==> src/rtl/useq_ctl.sv <==
// useq_ctl: microcode sequencer driving an external synchronous microcode ROM.
// Computes the next ROM address from the current word's op field, the opcode
// bus, condition flags, a two-deep micro-subroutine stack, a finisher register
// and prioritised interrupt sources (edge- or level-triggered per source).
//
// Advance handshake: rdy is the single advance qualifier. With rdy=1 the
// address on rom_addr is accepted by the ROM and by cur_addr_q in the same
// clock, and all sequencer state updates. With rdy=0 the ROM holds its output,
// all sequencer state holds, irq_ack stays 0, and only edge capture runs.
module useq_ctl #(
    parameter int              AW         = 9,
    parameter int              UW         = 32,
    parameter int              NCOND      = 8,
    parameter int              FW         = 5,
    parameter logic [AW-2:0]   FIN_BASE   = 8'h40,
    parameter int              NIRQ       = 4,
    parameter logic [NIRQ-1:0] EDGE_MASK  = 4'b1000,
    parameter logic [AW-2:0]   VEC_BASE   = 8'hE0,
    parameter int              VEC_SHIFT  = 2,
    parameter logic [AW-1:0]   RESET_ADDR = 9'h1F0,
    parameter int              WE_BIT     = 28
) (
    input  logic             clk,
    input  logic             reset,
    input  logic             rdy,
    input  logic [AW-2:0]    DB,
    input  logic [UW-1:0]    uc,
    input  logic [NCOND-1:0] cond,
    input  logic [NIRQ-1:0]  irq,
    input  logic [NIRQ-1:0]  irq_mask,
    output logic [AW-1:0]    rom_addr,
    output logic             sync,
    output logic             WE,
    output logic [NIRQ-1:0]  irq_ack,
    output logic             stk_err
);

    localparam int NA  = AW - 1;
    localparam int CSW = (NCOND > 1) ? $clog2(NCOND) : 1;
    localparam int IW  = (NIRQ > 1) ? $clog2(NIRQ) : 1;
    localparam int SD  = 2;
    localparam logic [NA-1:0] FIN_LOW = NA'((1 << FW) - 1);

    typedef enum logic [2:0] {
        OP_FETCH     = 3'd0,
        OP_NEXT      = 3'd1,
        OP_FINISH    = 3'd2,
        OP_NEXT_SAVE = 3'd3,
        OP_BRANCH    = 3'd4,
        OP_CALL      = 3'd5,
        OP_RET       = 3'd6,
        OP_FETCH_NI  = 3'd7
    } op_e;

    // Word fields
    op_e            op;
    logic [NA-1:0]  tgt;
    logic [CSW-1:0] csel;
    logic           cpol;
    logic [FW-1:0]  fin;
    logic           unused_uc;

    assign op        = op_e'(uc[2:0]);
    assign tgt       = uc[3 +: NA];
    assign csel      = uc[3+NA +: CSW];
    assign cpol      = uc[3+NA+CSW];
    assign fin       = uc[4+NA+CSW +: FW];
    assign unused_uc = ^uc;

    // Sequencer state
    logic [AW-1:0]   cur_addr_q;
    logic [FW-1:0]   finish_q, finish_d;
    logic [NA-1:0]   stk_q [SD];
    logic [NA-1:0]   stk_d [SD];
    logic [1:0]      sp_q, sp_d;       // entries in use, 0..SD
    logic [NIRQ-1:0] pend_q, pend_d;
    logic [NIRQ-1:0] irq_d_q;
    logic            we_q;
    logic            stk_err_q, stk_err_d;

    // Interrupt request selection
    logic [NIRQ-1:0] req;
    logic [IW-1:0]   win;
    logic [NA-1:0]   vec;
    logic [NIRQ-1:0] ack_raw;
    logic [NA-1:0]   inc;
    logic [NA-1:0]   fin_addr;

    assign req      = ~irq_mask & ((EDGE_MASK & pend_q) | (~EDGE_MASK & irq));
    assign vec      = VEC_BASE + (NA'(win) << VEC_SHIFT);
    assign inc      = cur_addr_q[NA-1:0] + NA'(1);
    assign fin_addr = (FIN_BASE & ~FIN_LOW) | NA'(finish_q);

    // Highest set request index wins
    always_comb begin
        win = '0;
        for (int i = 0; i < NIRQ; i++) begin
            if (req[i]) win = IW'(i);
        end
    end

    // Next-address decode plus finisher/stack next state
    always_comb begin
        rom_addr  = {1'b1, tgt};
        ack_raw   = '0;
        finish_d  = finish_q;
        stk_d     = stk_q;
        sp_d      = sp_q;
        stk_err_d = stk_err_q;
        case (op)
            OP_FETCH: begin
                if (|req) begin
                    rom_addr     = {1'b1, vec};
                    ack_raw[win] = 1'b1;
                end else begin
                    rom_addr = {1'b0, DB};
                end
            end
            OP_FETCH_NI:  rom_addr = {1'b0, DB};
            OP_NEXT:      rom_addr = {1'b1, tgt};
            OP_FINISH:    rom_addr = {1'b1, fin_addr};
            OP_NEXT_SAVE: begin
                rom_addr = {1'b1, tgt};
                finish_d = fin;
            end
            OP_BRANCH: begin
                rom_addr = (cond[csel] ^ cpol) ? {1'b1, tgt} : {1'b1, inc};
            end
            OP_CALL: begin
                rom_addr = {1'b1, tgt};
                if (sp_q == 2'd2) begin
                    // full: drop the oldest return address
                    stk_d[0]  = stk_q[1];
                    stk_d[1]  = inc;
                    stk_err_d = 1'b1;
                end else begin
                    stk_d[sp_q[0]] = inc;
                    sp_d           = sp_q + 2'd1;
                end
            end
            OP_RET: begin
                if (sp_q == 2'd0) begin
                    rom_addr  = {1'b1, {NA{1'b0}}};
                    stk_err_d = 1'b1;
                end else begin
                    rom_addr = {1'b1, stk_q[sp_q[1]]};
                    sp_d     = sp_q - 2'd1;
                end
            end
            default: rom_addr = {1'b1, tgt};
        endcase
        if (reset) rom_addr = RESET_ADDR;
    end

    assign irq_ack = (rdy && !reset) ? ack_raw : '0;
    // A fresh edge in the same cycle as the ack keeps the source pending
    assign pend_d  = EDGE_MASK & ((pend_q & ~irq_ack) | (irq & ~irq_d_q));

    assign sync    = (op == OP_FETCH) || (op == OP_FETCH_NI);
    assign WE      = we_q;
    assign stk_err = stk_err_q;

    // Control registers; edge capture runs every clock, the rest only on rdy
    always_ff @(posedge clk) begin
        if (reset) begin
            cur_addr_q <= RESET_ADDR;
            finish_q   <= '0;
            sp_q       <= '0;
            pend_q     <= '0;
            irq_d_q    <= irq;
            we_q       <= 1'b0;
            stk_err_q  <= 1'b0;
        end else begin
            irq_d_q <= irq;
            pend_q  <= pend_d;
            if (rdy) begin
                cur_addr_q <= rom_addr;
                finish_q   <= finish_d;
                sp_q       <= sp_d;
                we_q       <= uc[WE_BIT];
                stk_err_q  <= stk_err_d;
            end
        end
    end

    // Stack storage; contents are meaningless while sp_q says empty
    always_ff @(posedge clk) begin
        if (rdy && !reset) begin
            stk_q <= stk_d;
        end
    end

endmodule

==> config.mk <==
export PLATFORM = sky130hd
export DESIGN_NAME = useq_ctl
export DESIGN_NICKNAME = d
export VERILOG_FILES = /design/src/rtl/useq_ctl.sv
export SDC_FILE = /design/constraint.sdc
export NUM_CORES = 1
export LEC_CHECK = 0
export BUFFER_PORTS_ARGS = -buffer_cell sky130_fd_sc_hd__buf_4
export CELL_PAD_IN_SITES_DETAIL_PLACEMENT = 1
export CELL_PAD_IN_SITES_GLOBAL_PLACEMENT = 2
export CORE_MARGIN = 2
export CORE_UTILIZATION = 32
export DETAILED_ROUTE_END_ITERATION = 8
export GPL_TIMING_DRIVEN = 0
export PLACE_DENSITY_LB_ADDON = 0.08
export RECOVER_POWER = 25
export SLEW_MARGIN = 20
export SYNTH_ARGS = -nofsm -noshare
export SYNTH_HDL_FRONTEND = slang
export SYNTH_SLANG_ARGS = --single-unit
==> constraint.sdc <==
create_clock -name clk -period 6.5 [get_ports clk]
set_clock_uncertainty 0.2 [all_clocks]
set_input_delay 1.3 -clock clk [delete_from_list [all_inputs] [get_ports clk]]
set_output_delay 1.3 -clock clk [all_outputs]
set_load 0.02 [all_outputs]
[Yosys cells after proc, flatten, opt, wreduce, memory -nomap -nowiden]
Index checks and enable logic that the tools add are counted.
Widths: inputs -> output; s select.
Cells by class
  magnitude comparators: 6
  reduce and logical (&&, ||, !) cells: 14
  bitwise operators: 11
  add/sub/neg operators: 4
  muxes and demuxes: 28
  equality and inequality tests: 12
Operators with widths (number)
  $pmux 9 s6: 1
  $mux 8: 6
  $mux 9: 2
  $bwmux 16: 1
  $mux 16: 1
  $and 4x4->4: 3
  $eq 3x3->1 const B: 4
  $mux 4: 3
  $not 4->4: 3
  $add 8x1->8 const B: 1
  $demux 8 s1: 1
  $mux 2: 4
  $ne 2x2->1 const B: 4
  $reduce_and 4->1: 2
  $add 6x5->7 const A: 1
  $eq 3x2->1 const B: 2
  $mux 1: 5
  $ge 2x2->1 const B: 2
  $lt 3x4->1 const B: 1
  $not 1->2: 2
  $or 4x3->4: 1
  $or 4x4->4: 1
  $pmux 2 s2: 1
  $reduce_and 2->1: 2
  other kinds (19): 21
Word-level totals
  output and inout port bits: 16
  input bits: 59
  register bits: 41
  word-level logic and storage cells: 85

[Depth between registers and ports, before layout]
  depth after elaboration: 15
  gate-level depth with buffers: 7
  depth with buffers taken out: 6

[Worst setup path before layout]
OpenSTA, ideal clock, no wires.
  kind: input to output
  from: input port uc[11]
  to: output port rom_addr[1]
  stages: 6
  arrival: 3218 ps
  path slack: 1782 ps
  path buffers: 1
  required time: 5000 ps
  cell sequence: buf_6 > mux2i_1 > mux4_2 > xor2_2 > mux2_4 > a211oi_1
On the way
  longest elaborated chain between the ends: 6
RTL lines
  start: declaration: RTL line 27  | input logic [UW-1:0] uc,
  $bmux 1 s3: RTL line 127  | rom_addr = (cond[csel] ^ cpol) ? {1'b1, tgt} : {1'b1, inc};
  $mux 1 (implied by the code): RTL line 127
  $xor 1x1->1: RTL line 127
  $mux 8: RTL line 127
  $pmux 9 s6: RTL line 110  | case (op)
  $mux 9: RTL line 152  | if (reset) rom_addr = RESET_ADDR;
  end: declaration: RTL line 31  | output logic [AW-1:0] rom_addr,
No other way between the ends. The select of a mux whose other input is x is not followed.

[Final worst setup path]
  from: input port uc[2]
  to: output port rom_addr[3]
On the way
  longest elaborated chain between the ends: 4
  elaborated cells between the ends (all ways): 11
  classes of those cells: 7 x eq/ne; 2 x mux; 2 x reduce/logical
RTL lines (RTL line)
  $eq 3x3->1, or another cell as far along: 110
  $reduce_or 3->1 (no line)
  $pmux 9 s6 *: 110
  $mux 9 *: 152
Every way passes the cells marked *; elsewhere a longest branch is shown, timed or not.

==> results.json <==
{
  "outcome": "completed",
  "setup_tns_ps": 0,
  "diodes": 0,
  "post-cts-setup-buffers": 0,
  "r2r-start": "sp_q[1]$_SDFFE_PP0P_",
  "yosysSeqAreaShare": 0.345,
  "dp_hpwl_um": 6550,
  "die_y_um": 92.3,
  "finalMaxSlewViolations": 0,
  "drive_above_1_share": 0.223,
  "drc_errors": 0,
  "clock.fmax_mhz": 209,
  "dieArea_sq_um": 8510,
  "initial_utilization": 0.326,
  "antenna_left": 0,
  "cts-resized-gates": 0,
  "grt.total_usage": 0.199,
  "cap_violations": 0,
  "dr.first_iter.drc_count": 94,
  "portBuffers": 61,
  "min_delay_worst_endpoint": "stk_err$_SDFFE_PP0P_",
  "antenna_found_initial": 0,
  "grt_pass1_vias": 2483,
  "h-tree-depth": 2,
  "syn_nets": 359,
  "hold_violations": 0,
  "die_width_um": 92.3,
  "critPathCaptureType": "primary output",
  "ff2ff_path_depth": 6,
  "globalplace.congestion": 0.792,
  "nNetsFinal": 427,
  "ctsHoldBuffers": 0,
  "cts.sinks": 35,
  "p_leak_nw": 1.28,
  "cp_cell_sequence": "buf_4 -> clkbuf_1 -> clkbuf_1 -> nand2_1 -> nor2_1 -> mux2i_1 -> a211oi_1 -> buf_4",
  "synth_cells": 299,
  "ir_worst_vdd_uv": 135,
  "reg2reg_setup_slack_ps": 4100,
  "root_buffer": "clkbuf_8",
  "seqCellArea_sq_um": 861,
  "layout_commonest_cell": "buf_4",
  "yosys_register_bits": 35,
  "synth_warnings": 0,
  "min_from": "stk_err$_SDFFE_PP0P_",
  "area_growth_pct": 28.1,
  "crit_required_ps": 5000,
  "yosys.cell_types.count": 49,
  "setup_viol": 0,
  "worstSetupStartpointType": "primary input",
  "cts_tree": "yes",
  "hold_path.class": "flip-flop to flip-flop",
  "nFillCells": 931,
  "crit_fanout": 10,
  "grt_pass1_wl_um": 13000,
  "critPathTopFamily": "buffers and inverters",
  "routed_wl_um": 8210,
  "vias": 2494,
  "finalNonFillerCells": 470,
  "worstSetupPathType": "primary input to primary output",
  "reg2reg_to": "stk_q[11]$_DFFE_PP_",
  "fin_crit_sh": 0.735,
  "grt_setup_unrepaired": "false",
  "num_rows": 32,
  "p_per_area_nw_per_um2": 186,
  "first_pass_iters": 4,
  "min_path_cells": 1,
  "critPathArrivalTime_ps": 3280,
  "period_minus_slack_ps": 4780,
  "synth.avg_cell_area_sq_um": 8.34,
  "cts_made_buffers": 5,
  "viasPerCell": 5.31,
  "clk_latency_ps": 290,
  "cts_max_path_buffers": 2,
  "grt_start_max_net_pins": 13,
  "clk_pin_slew_worst_paths_ps": 90,
  "critPathBufInv": 4,
  "io_pins": 75,
  "final_cell_mix": "58 x buf_4, 40 x nor2_1, 23 x nand2_1, 21 x a21oi_1, 20 x mux2i_1",
  "utilization": 0.418,
  "drt-wirelength-per-cell_um": 17.5,
  "slew_headroom": 0.509,
  "worst_pin_slew_ps": 734,
  "multiInputGateArea_sq_um": 1550,
  "dp_cells": 462,
  "slowest_stage": "clkbuf_1",
  "overflow": 0,
  "core_sq_um": 7650,
  "critPathMaxStageDelay_ps": 410,
  "syn_area_sq_um": 2490
}
synthesized netlist by cell type (all sizes together):
master | instances | share of area
nor2b | 14 | 0.035
dfxtp | 19 | 0.15
inv | 5 | 0.0075
a22oi | 5 | 0.015
mux4 | 1 | 0.0090
nor3 | 9 | 0.018
a211oi | 5 | 0.015
a2111oi | 1 | 0.0060
mux2i | 20 | 0.080
xnor2 | 2 | 0.015
nand4 | 1 | 0.0025
nand2 | 23 | 0.035
o31ai | 7 | 0.021
a21oi | 21 | 0.042
nor4 | 2 | 0.0050
nand3b | 3 | 0.0090
a211o | 4 | 0.014
o311ai | 1 | 0.0065
buf | 4 | 0.0090
o221ai | 2 | 0.0070
o32a | 3 | 0.012
a22o | 1 | 0.0035
o211ai | 1 | 0.0030
ha | 1 | 0.0050
o21ai | 19 | 0.038
a21bo | 1 | 0.0040
a311oi | 1 | 0.0035
mux2 | 6 | 0.029
nand2b | 10 | 0.025
o32ai | 1 | 0.0035
a2bb2oi | 1 | 0.0035
clkbuf | 13 | 0.020
nand3 | 11 | 0.022
or4 | 1 | 0.0030
xor2 | 3 | 0.014
nor2 | 40 | 0.060
a21boi | 1 | 0.0030
edfxtp | 16 | 0.19
or3 | 5 | 0.013
and3b | 1 | 0.0035
o21a | 1 | 0.0030
a31oi | 1 | 0.0025
and2 | 5 | 0.013
and3 | 7 | 0.018
stage by stage:
stage	worst slack (ps)	total power [mW]	hold slack (ps)	cell area, sq um
after detailed placement	1690	0.395	258	3090
after global routing	1530	0.625	306	3190
after global placement	1730	0.392	261	3080
after CTS	1680	0.603	281	3200
after floorplan	1780	0.335	262	2490
final	1720	0.595	274	3190
cells by family (layout without fill, tap and decap cells):
kind of cell / count (synthesis) / in the layout / synth area share
buf+inv: 22 / 91 / 0.0361
xor+xnor: 5 / 5 / 0.0281
mux: 27 / 27 / 0.118
simple gates: 132 / 132 / 0.261
fa+ha+maj: 1 / 1 / 0.00502
compound gates: 77 / 77 / 0.207
flops: 35 / 35 / 0.345
worst max path at each step:
stage | from | to | slack [ps] | cells after the start
final | uc[2] | rom_addr[3] | 1720 | 8
after CTS | uc[2] | rom_addr[3] | 1680 | 8
after global routing | uc[2] | rom_addr[3] | 1530 | 8
after global placement | uc[11] | rom_addr[1] | 1730 | 7
after floorplan | uc[11] | rom_addr[1] | 1780 | 6
after detailed placement | uc[2] | rom_addr[3] | 1690 | 8
registers in the layout, indices dropped and copies added, names as in the netlist:
signal      flops
cur_addr_q      8
WE              1
irq_d_q         1
sp_q            2
finish_q        5
pend_q          1
stk_q          16
stk_err         1
power breakdown:
group,total (mW),internal (mW),switching (mW)
registers,0.245,0.238,0.00755
logic,0.143,0.0658,0.0776
clock network,0.206,0.114,0.0920
worst register-to-register path, delay by kind of cell (launching register included):
family          cells  cell delay (ps)
compound gates      1              130
buf+inv             3             1250
flops               1              400
simple gates        2              140
layer usage:
metal	vias up	routed length (um)	share of wire	global-route usage
li1	1230	-	-	-
met1	1205	3810	0.46	0.267
met2	54	3930	0.48	0.344
met3	5	413	0.050	0.0255
met4	0	62	0.0075	0.0373
met5	-	0	0	0
layout make-up:
cell class,count,area share
Clock buffer,5,0.0215
Buffer,17,0.0223
Tap cell,102,0.0400
Multi-Input combinational cell,242,0.486
Sequential cell,35,0.269
Timing Repair Buffer,61,0.141
Clock inverter,3,0.0137
Inverter,5,0.00588
(Power assumes the default switching activity.)
